**src/rtl/mem_lsu.sv**
```systemverilog
`timescale 1ns/1ps
`default_nettype none
// ============================================================================
// Module   : mem_lsu
// Brief    : Memory-access stage; serialises B/H/W loads and stores onto a
//            byte-wide synchronous data memory and stalls upstream meanwhile.
// Revision : 1.0
// ============================================================================
module mem_lsu #(
    parameter int ADDR_W     = 17,
    parameter int REG_ADDR_W = 5
) (
    input  logic                  clk,
    input  logic                  rst,
    input  logic                  valid_i,
    input  logic [1:0]            mem_op_i,
    input  logic [2:0]            func3_i,
    input  logic [31:0]           mem_addr_i,
    input  logic [31:0]           store_data_i,
    input  logic [REG_ADDR_W-1:0] wd_i,
    input  logic                  wreg_i,
    input  logic [31:0]           wdata_i,
    output logic                  valid_o,
    output logic [REG_ADDR_W-1:0] wd_o,
    output logic                  wreg_o,
    output logic [31:0]           wdata_o,
    output logic                  stall_req_o,
    output logic [ADDR_W-1:0]     mem_a_o,
    output logic [7:0]            mem_dout_o,
    output logic                  mem_wr_o,
    input  logic [7:0]            mem_din_i
);

    localparam logic [1:0] c_ST_IDLE  = 2'd0;
    localparam logic [1:0] c_ST_RD    = 2'd1;
    localparam logic [1:0] c_ST_WR    = 2'd2;
    localparam logic [1:0] c_ST_DONE  = 2'd3;

    localparam logic [1:0] c_OP_LOAD  = 2'b01;
    localparam logic [1:0] c_OP_STORE = 2'b10;

    logic [1:0]            r_state;
    logic [1:0]            w_state_nxt;
    logic [2:0]            r_cnt;
    logic [2:0]            r_n;
    logic [ADDR_W-1:0]     r_addr;
    logic [31:0]           r_sdata;
    logic [2:0]            r_func3;
    logic [REG_ADDR_W-1:0] r_lwd;
    logic                  r_lwreg;
    logic [31:0]           r_buf;
    logic                  r_valid;
    logic [REG_ADDR_W-1:0] r_wd;
    logic                  r_wreg;
    logic [31:0]           r_wdata;

    logic                  w_is_load;
    logic                  w_is_store;
    logic                  w_ld_ok;
    logic                  w_st_ok;
    logic                  w_mem_ok;
    logic                  w_unsup;
    logic [2:0]            w_bytes;
    logic                  w_last_rd;
    logic                  w_last_wr;
    logic [1:0]            w_k;
    logic [1:0]            w_cap_idx;
    logic [31:0]           w_cap;
    logic [31:0]           w_ld_data;
    logic                  w_unused;

    assign w_unused = ^mem_addr_i[31:ADDR_W];

    // Instruction decode
    assign w_is_load  = (mem_op_i == c_OP_LOAD);
    assign w_is_store = (mem_op_i == c_OP_STORE);
    assign w_ld_ok    = w_is_load && (func3_i == 3'b000 || func3_i == 3'b001 ||
                                      func3_i == 3'b010 || func3_i == 3'b100 ||
                                      func3_i == 3'b101);
    assign w_st_ok    = w_is_store && (func3_i[2] == 1'b0) && (func3_i[1:0] != 2'b11);
    assign w_mem_ok   = w_ld_ok || w_st_ok;
    assign w_unsup    = (w_is_load && !w_ld_ok) || (w_is_store && !w_st_ok);

    always_comb begin
        case (func3_i[1:0])
            2'b00:   w_bytes = 3'd1;
            2'b01:   w_bytes = 3'd2;
            default: w_bytes = 3'd4;
        endcase
    end

    // Reads take one extra cycle: the last byte returns a cycle after its address
    assign w_last_rd = (r_state == c_ST_RD) && (r_cnt == r_n);
    assign w_last_wr = (r_state == c_ST_WR) && (r_cnt == (r_n - 3'd1));

    always_ff @(posedge clk or negedge rst) begin
        if (!rst) begin
            r_state <= c_ST_IDLE;
        end else begin
            r_state <= w_state_nxt;
        end
    end

    always_comb begin
        w_state_nxt = r_state;
        case (r_state)
            c_ST_IDLE: begin
                if (valid_i && w_mem_ok) begin
                    w_state_nxt = w_ld_ok ? c_ST_RD : c_ST_WR;
                end
            end
            c_ST_RD:   if (w_last_rd) w_state_nxt = c_ST_DONE;
            c_ST_WR:   if (w_last_wr) w_state_nxt = c_ST_DONE;
            c_ST_DONE: w_state_nxt = c_ST_IDLE;
            default:   w_state_nxt = c_ST_IDLE;
        endcase
    end

    always_comb begin
        w_k         = (r_cnt == r_n) ? 2'(r_n - 3'd1) : r_cnt[1:0];
        stall_req_o = rst && (((r_state == c_ST_IDLE) && valid_i && w_mem_ok) ||
                              (r_state == c_ST_RD) || (r_state == c_ST_WR));
        mem_a_o     = '0;
        mem_dout_o  = 8'h00;
        mem_wr_o    = 1'b0;
        if (r_state == c_ST_RD || r_state == c_ST_WR) begin
            mem_a_o = r_addr + ADDR_W'(w_k);
        end
        if (r_state == c_ST_WR) begin
            mem_dout_o = r_sdata[{w_k, 3'b000} +: 8];
            mem_wr_o   = 1'b1;
        end
    end

    // Little-endian byte assembly: byte k arrives while r_cnt == k+1
    always_comb begin
        w_cap_idx = 2'(r_cnt - 3'd1);
        w_cap     = r_buf;
        w_cap[{w_cap_idx, 3'b000} +: 8] = mem_din_i;
        case (r_func3)
            3'b000:  w_ld_data = {{24{w_cap[7]}}, w_cap[7:0]};
            3'b001:  w_ld_data = {{16{w_cap[15]}}, w_cap[15:0]};
            3'b100:  w_ld_data = {24'h000000, w_cap[7:0]};
            3'b101:  w_ld_data = {16'h0000, w_cap[15:0]};
            default: w_ld_data = w_cap;
        endcase
    end

    always_ff @(posedge clk or negedge rst) begin
        if (!rst) begin
            r_cnt   <= 3'd0;
            r_n     <= 3'd0;
            r_addr  <= '0;
            r_sdata <= 32'h0;
            r_func3 <= 3'd0;
            r_lwd   <= '0;
            r_lwreg <= 1'b0;
            r_buf   <= 32'h0;
            r_valid <= 1'b0;
            r_wd    <= '0;
            r_wreg  <= 1'b0;
            r_wdata <= 32'h0;
        end else begin
            r_valid <= 1'b0;
            case (r_state)
                c_ST_IDLE: begin
                    if (valid_i) begin
                        if (w_mem_ok) begin
                            r_addr  <= mem_addr_i[ADDR_W-1:0];
                            r_sdata <= store_data_i;
                            r_func3 <= func3_i;
                            r_lwd   <= wd_i;
                            r_lwreg <= wreg_i;
                            r_n     <= w_bytes;
                            r_cnt   <= 3'd0;
                            r_buf   <= 32'h0;
                        end else begin
                            r_valid <= 1'b1;
                            r_wd    <= wd_i;
                            r_wreg  <= wreg_i && !w_unsup;
                            r_wdata <= wdata_i;
                        end
                    end
                end
                c_ST_RD: begin
                    r_cnt <= r_cnt + 3'd1;
                    if (r_cnt != 3'd0) begin
                        r_buf <= w_cap;
                    end
                    if (w_last_rd) begin
                        r_valid <= 1'b1;
                        r_wd    <= r_lwd;
                        r_wreg  <= r_lwreg;
                        r_wdata <= w_ld_data;
                    end
                end
                c_ST_WR: begin
                    r_cnt <= r_cnt + 3'd1;
                    if (w_last_wr) begin
                        r_valid <= 1'b1;
                        r_wd    <= r_lwd;
                        r_wreg  <= 1'b0;
                        r_wdata <= 32'h0;
                    end
                end
                default: begin
                    r_cnt <= 3'd0;
                end
            endcase
        end
    end

    assign valid_o = r_valid;
    assign wd_o    = r_wd;
    assign wreg_o  = r_wreg;
    assign wdata_o = r_wdata;

endmodule
`default_nettype wire

```
**config.mk**
```make
export PLATFORM = sky130hd
export DESIGN_NAME = mem_lsu
export DESIGN_NICKNAME = d
export VERILOG_FILES = /design/src/rtl/mem_lsu.sv
export SDC_FILE = /design/constraint.sdc
export NUM_CORES = 1
export LEC_CHECK = 0
export CAP_MARGIN = 20
export CORE_MARGIN = 2
export CORE_UTILIZATION = 45
export CTS_CLUSTER_DIAMETER = 30
export CTS_CLUSTER_SIZE = 20
export DETAILED_ROUTE_END_ITERATION = 12
export PLACE_DENSITY = 0.75
export SYNTH_ARGS = -nofsm -noshare
export SYNTH_HDL_FRONTEND = slang
export SYNTH_SLANG_ARGS = --single-unit
```
**constraint.sdc**
```tcl
create_clock -name clk -period 2.9 [get_ports clk]
set_clock_uncertainty 0.15 [all_clocks]
set_input_delay 0.435 -clock clk [delete_from_list [all_inputs] [get_ports clk]]
set_output_delay 0.435 -clock clk [all_outputs]
set_load 0.005 [all_outputs]
```
# [After elaboration in Yosys (flattened, before gate mapping)]
# Index checks and enable logic that the tools add are counted.
# W data, S select, Z words.
[totals] register_bits=137 latchBits=0 ram_bits=0 romBits=0 in_bits=118 output_inout_bits=66 elab_cells=121 mem_count=0
[classes] add_sub_neg=5 mul=0 div=0 n_lt_le_gt_ge=0 n_eq_ne=23 n_shift=3 muxes=39 bitwise_logic=1 reduce_logical=37
[op_table] operator="$mux W32" n=7
[op_table] operator="$pmux W32 S4" n=1
[op_table] operator="$pmux W32 S3" n=1
[op_table] operator="$pmux W32 S2" n=1
[op_table] operator="$bwmux W32" n=1
[op_table] operator="$shift A8 B7 Y32 const A" n=1
[op_table] operator="$shiftx A32 B6 Y8" n=1
[op_table] operator="$shiftx A8 B7 Y32" n=1
[op_table] operator="$mux W5" n=4
[op_table] operator="$add A17 B2 Y17" n=1
[op_table] operator="$mux W17" n=1
[op_table] operator="$pmux W5 S3" n=1
[op_table] operator="$ne A2 B2 Y1 const B" n=7
[op_table] operator="$eq A3 B3 Y1 const B" n=4
[op_table] operator="$logic_and A1 B1 Y1" n=12
[op_table] operator="$pmux W3 S2" n=2
[op_table] operator="$mux W2" n=5
[op_table] operator="$logic_or A1 B1 Y1" n=9
[op_table] operator="$mux W1" n=9
[op_table] operator="$mux W8" n=1
[op_table] operator="$pmux W2 S4" n=1
[op_table] operator="$neg A5 Y7" n=1
[op_table] operator="$eq A2 B1 Y1 const B" n=3
[op_table] operator="$eq A2 B2 Y1 const B" n=3
[op_table] operator="20 further kinds" n=30

# [Logic depth before layout (Yosys ltp)]
[logic_depth] ltp_word=14 ltp_mapped=12 mapped_depth_nobuf=12

# [Worst setup path before layout]
# OpenSTA, ideal clock, no wires.
[synth_path] path_type="register -> output" start="register r_cnt[1]" end="output mem_a_o[9]" t_arrival_ps=2628 required_time_ps=2315 setup_slack_ps=-313 stages_incl_launch_ff=11 n_path_buf=1 cell_sequence="dfrtp_1 xnor2_1 nand3_1 nand2_1 o21ai_4 ha_1 a21o_1 or4b_1 clkbuf_1 or3_1 a21oi_1"
[synth_via] elab_chain_len=4
[synth_rtl] element="start: declaration" line_no="44" rtl="logic [2:0] r_cnt;"
[synth_rtl] element="start signal: assignment" line_no="186" rtl="r_cnt <= r_cnt + 3'd1;"
[synth_rtl] element="start signal: assignment" line_no="198" rtl="r_cnt <= r_cnt + 3'd1;"
[synth_rtl] element="$eq A3 B3 Y1" line_no="120" rtl="w_k = (r_cnt == r_n) ? 2'(r_n - 3'd1) : r_cnt[1:0];"
[synth_rtl] element="$mux W2 (*)" line_no="120"
[synth_rtl] element="$add A17 B2 Y17 (*)" line_no="127" rtl="mem_a_o = r_addr + ADDR_W'(w_k);"
[synth_rtl] element="$mux W17 (*)" line_no="126" rtl="if (r_state == c_ST_RD || r_state == c_ST_WR) begin"
[synth_rtl] element="end: declaration" line_no="28" rtl="output logic [ADDR_W-1:0] mem_a_o,"
# Mark *: on every way between the ends. The rest lies on a longest branch, timed or not.

# [Worst setup path after layout]
[layout_path] start="register r_cnt[1]" end="output mem_a_o[13]"
# Same word-level chain as after synthesis.

==> impl_metrics.toml <==
[global_route]
gr-total-overflow = 0
grt_pass1_wl_mm = 34.3
grt_max_degree = 138
grt_antenna_before_repair = 0
grt_pass1_vias = 6718
grt_usage_pct = 24.1

[yosys]
synth_fp_nets = 916
async_flop_share_pct = 100
synth_cells = 784
postSynthAreaPerCell_sq_um = 9.50
synth-edff-count = 0
netlist_area_sq_um = 7440
synth_top_area_share_pct = 46.1
yosys.area.top_type = "dfrtp_1"
synth_seq_cells = 137
synth_top_flop_cell = "dfrtp_1"
synth.area.top_cells = "dfrtp_1 (46%), nand2_1 (9.8%), o2bb2ai_1 (3.9%), mux2_4 (3.8%), mux2_2 (3.8%)"
synth_warnings = 0
synth_cell_type_count = 64
seq_area_frac_synth_pct = 46.1

[place]
place_area_sq_um = 9730
place.port_buffers = 168
pre_cts_ws_ps = -626
dp_cells = 1183
place.gp.congestion = 0.873
dp_hpwl_mm = 14.3

[detailed_routing]
vias = 6718
antenna_left = 0
wl_per_cell_um = 17.3
routed_via_density = 5.44
drtIter0Drc = 534
firstDrtPassIters = 5
drc_errors = 0
drt-total-wl_mm = 21.3

[layout]
syn_to_final_growth_pct = 43.4
diodes = 0
final_util_pct = 65.3
layout_common_cells = "nand2_1 (190), clkdlybuf4s50_1 (141), dfrtp_1 (135)"
final_net_count = 1134
drive_gt1_share_pct = 21.9
fin_cells = 1234
layout_commonest_cell = "nand2_1"
stdcell_area_sq_um = 10700

[timing]
rsz0062_at_grt = "yes"
fmax_mhz = 270
setup_ws_ps = -799
fin_hold_ws_ps = 1.36
period_needed_ps = 3700
worst_pin_slew_ps = 801
maxSlewHeadroom_pct = 46.5
slew_viol_final = 0
hold_viol_final = 0
fin_crit_sh_pct = 128
setup-violations-final = 24

[die]
dieArea_sq_um = 17600
die_h_um = 133
io-pin-count = 184
fp-row-count = 47
die_x_um = 133
core_area_sq_um = 16300
start_util_pct = 45.5

[clocking]
cts_sinks = 137
clock_latency_ps = 410
cts_max_level = 4
cts_buffer_depth = 2
cts_made_buffers = 17
clock-root-buffer = "clkbuf_16"
hold_buffers = 0
cts_tree = "yes"
path_clk_slew_ps = 60

[hold_path]
hp-class = "input pin to asynchronous set/reset pin"

[critical_path]
worstSetupStartpointType = "flop"
worst_ep_arrival_time_ps = 3110
crit_fanout = 5
end_kind = "output port"
required_ps = 2320
path_class = "flop to output port"

[power]
power_density_nw_per_um2 = 1150
leakagePower_nw = 4.86
vdd.ir_drop.worst_mv = 0.598

[status]
status = "finished with violations"
violations = "setup timing"

[job]
maxCapViolCount = 0
## layout make-up
type,instances,area (sq um)
clock buffers,21,470
clock inverters,10,165
fillers,1357,5670
inverters,27,101
multi-input cells,576,3990
flip-flops and latches,137,3430
well taps,220,275
repair buffers,243,2250
## per-stage QoR
stage | power (mW) | TNS [ps]
detailed placement | 9.54 | -9630
finish | 12.3 | -9960
CTS | 12.1 | -11380
global route | 13.1 | -11960
floorplan | 6.98 | -479
global placement | 9.41 | -7960
## where the power goes
part	internal, mW	leakage [nW]	switching (mW)	total, mW
Combinational	3.48	2.80	3.32	6.80
Clock	1.51	0.302	0.828	2.34
Sequential	2.65	1.77	0.507	3.15
## logic make-up after synthesis
kind of cell	after synthesis	synth area share, %
muxes	49	8.29
AOI/OAI and AO/OA	178	17.8
DFF	137	46.1
buffers and inverters	72	4.34
and+or+nand+nor	317	19.0
adders and majority gates	14	2.45
xor gates and xnor gates	17	2.10
## path summary, 6_finish.rpt
path                        startpoint           to  slack [ps]  depth (start not counted)
max                           r_cnt[1]  mem_a_o[13]        -800                         12
min                                rst   wdata_o[4]           1                          2
max reg2reg                   r_cnt[0]  wdata_o[26]         150                         10
min reg2reg                r_sdata[30]  r_sdata[30]         320                          2
max in group asynchronous          rst     r_cnt[1]        2020                          2
min in group clk           r_sdata[30]  r_sdata[30]         320                          2
## metal layers
| metal | up-vias | track usage [%] | part of all wire, % |
|---|---|---|---|
| li1 | 3179 | - | - |
| met2 | 195 | 38.4 | 46 |
| met3 | 36 | 3.98 | 4.0 |
| met1 | 3308 | 33.8 | 48 |
| met5 | - | 0 | 0 |
| met4 | 0 | 7.71 | 2.3 |
## critical path, stage by stage (launching register included)
cell and delay [ps]:
dfrtp_2 440, xnor2_4 250, nand3_2 160, buf_6 160, o21ai_4 170, ha_4 160
a21o_1 130, or4b_4 520, buf_4 160, nor3_2 120, xnor2_1 140, nor2_1 50
dlygate4sd2_1 250
## cells in the mapped netlist, types with 13 or more instances
master and count:
mux2_4 19, ha_1 13, a211o_1 16, a21oi_1 28
o2bb2ai_1 33, mux2_2 25, clkbuf_1 30, inv_1 25
nand2_1 195, nor2b_1 27, nor2_1 37, dfrtp_1 137
o21ai_0 37
## flip-flops by register name, summed over array words and instances, names as in the netlist
register / flops
r_n: 3
r_cnt: 3
r_lwd: 5
r_lwreg: 1
wdata_o: 32
r_sdata: 32
wreg_o: 1
valid_o: 1
r_buf: 32
wd_o: 5
r_addr: 17
r_state: 2
r_func3: 3
## repair_timing
| item | in CTS | in global routing |
|---|---|---|
| resized for setup | 92 | 43 |
| hold endpoints to repair | 0 | 0 |
| pin swaps | 21 | 32 |
| buffers inserted | 11 | 9 |
| cloned | 0 | 1 |
| setup endpoints to repair | 41 | 44 |
No activity file was read; power rests on OpenSTA's default activity.
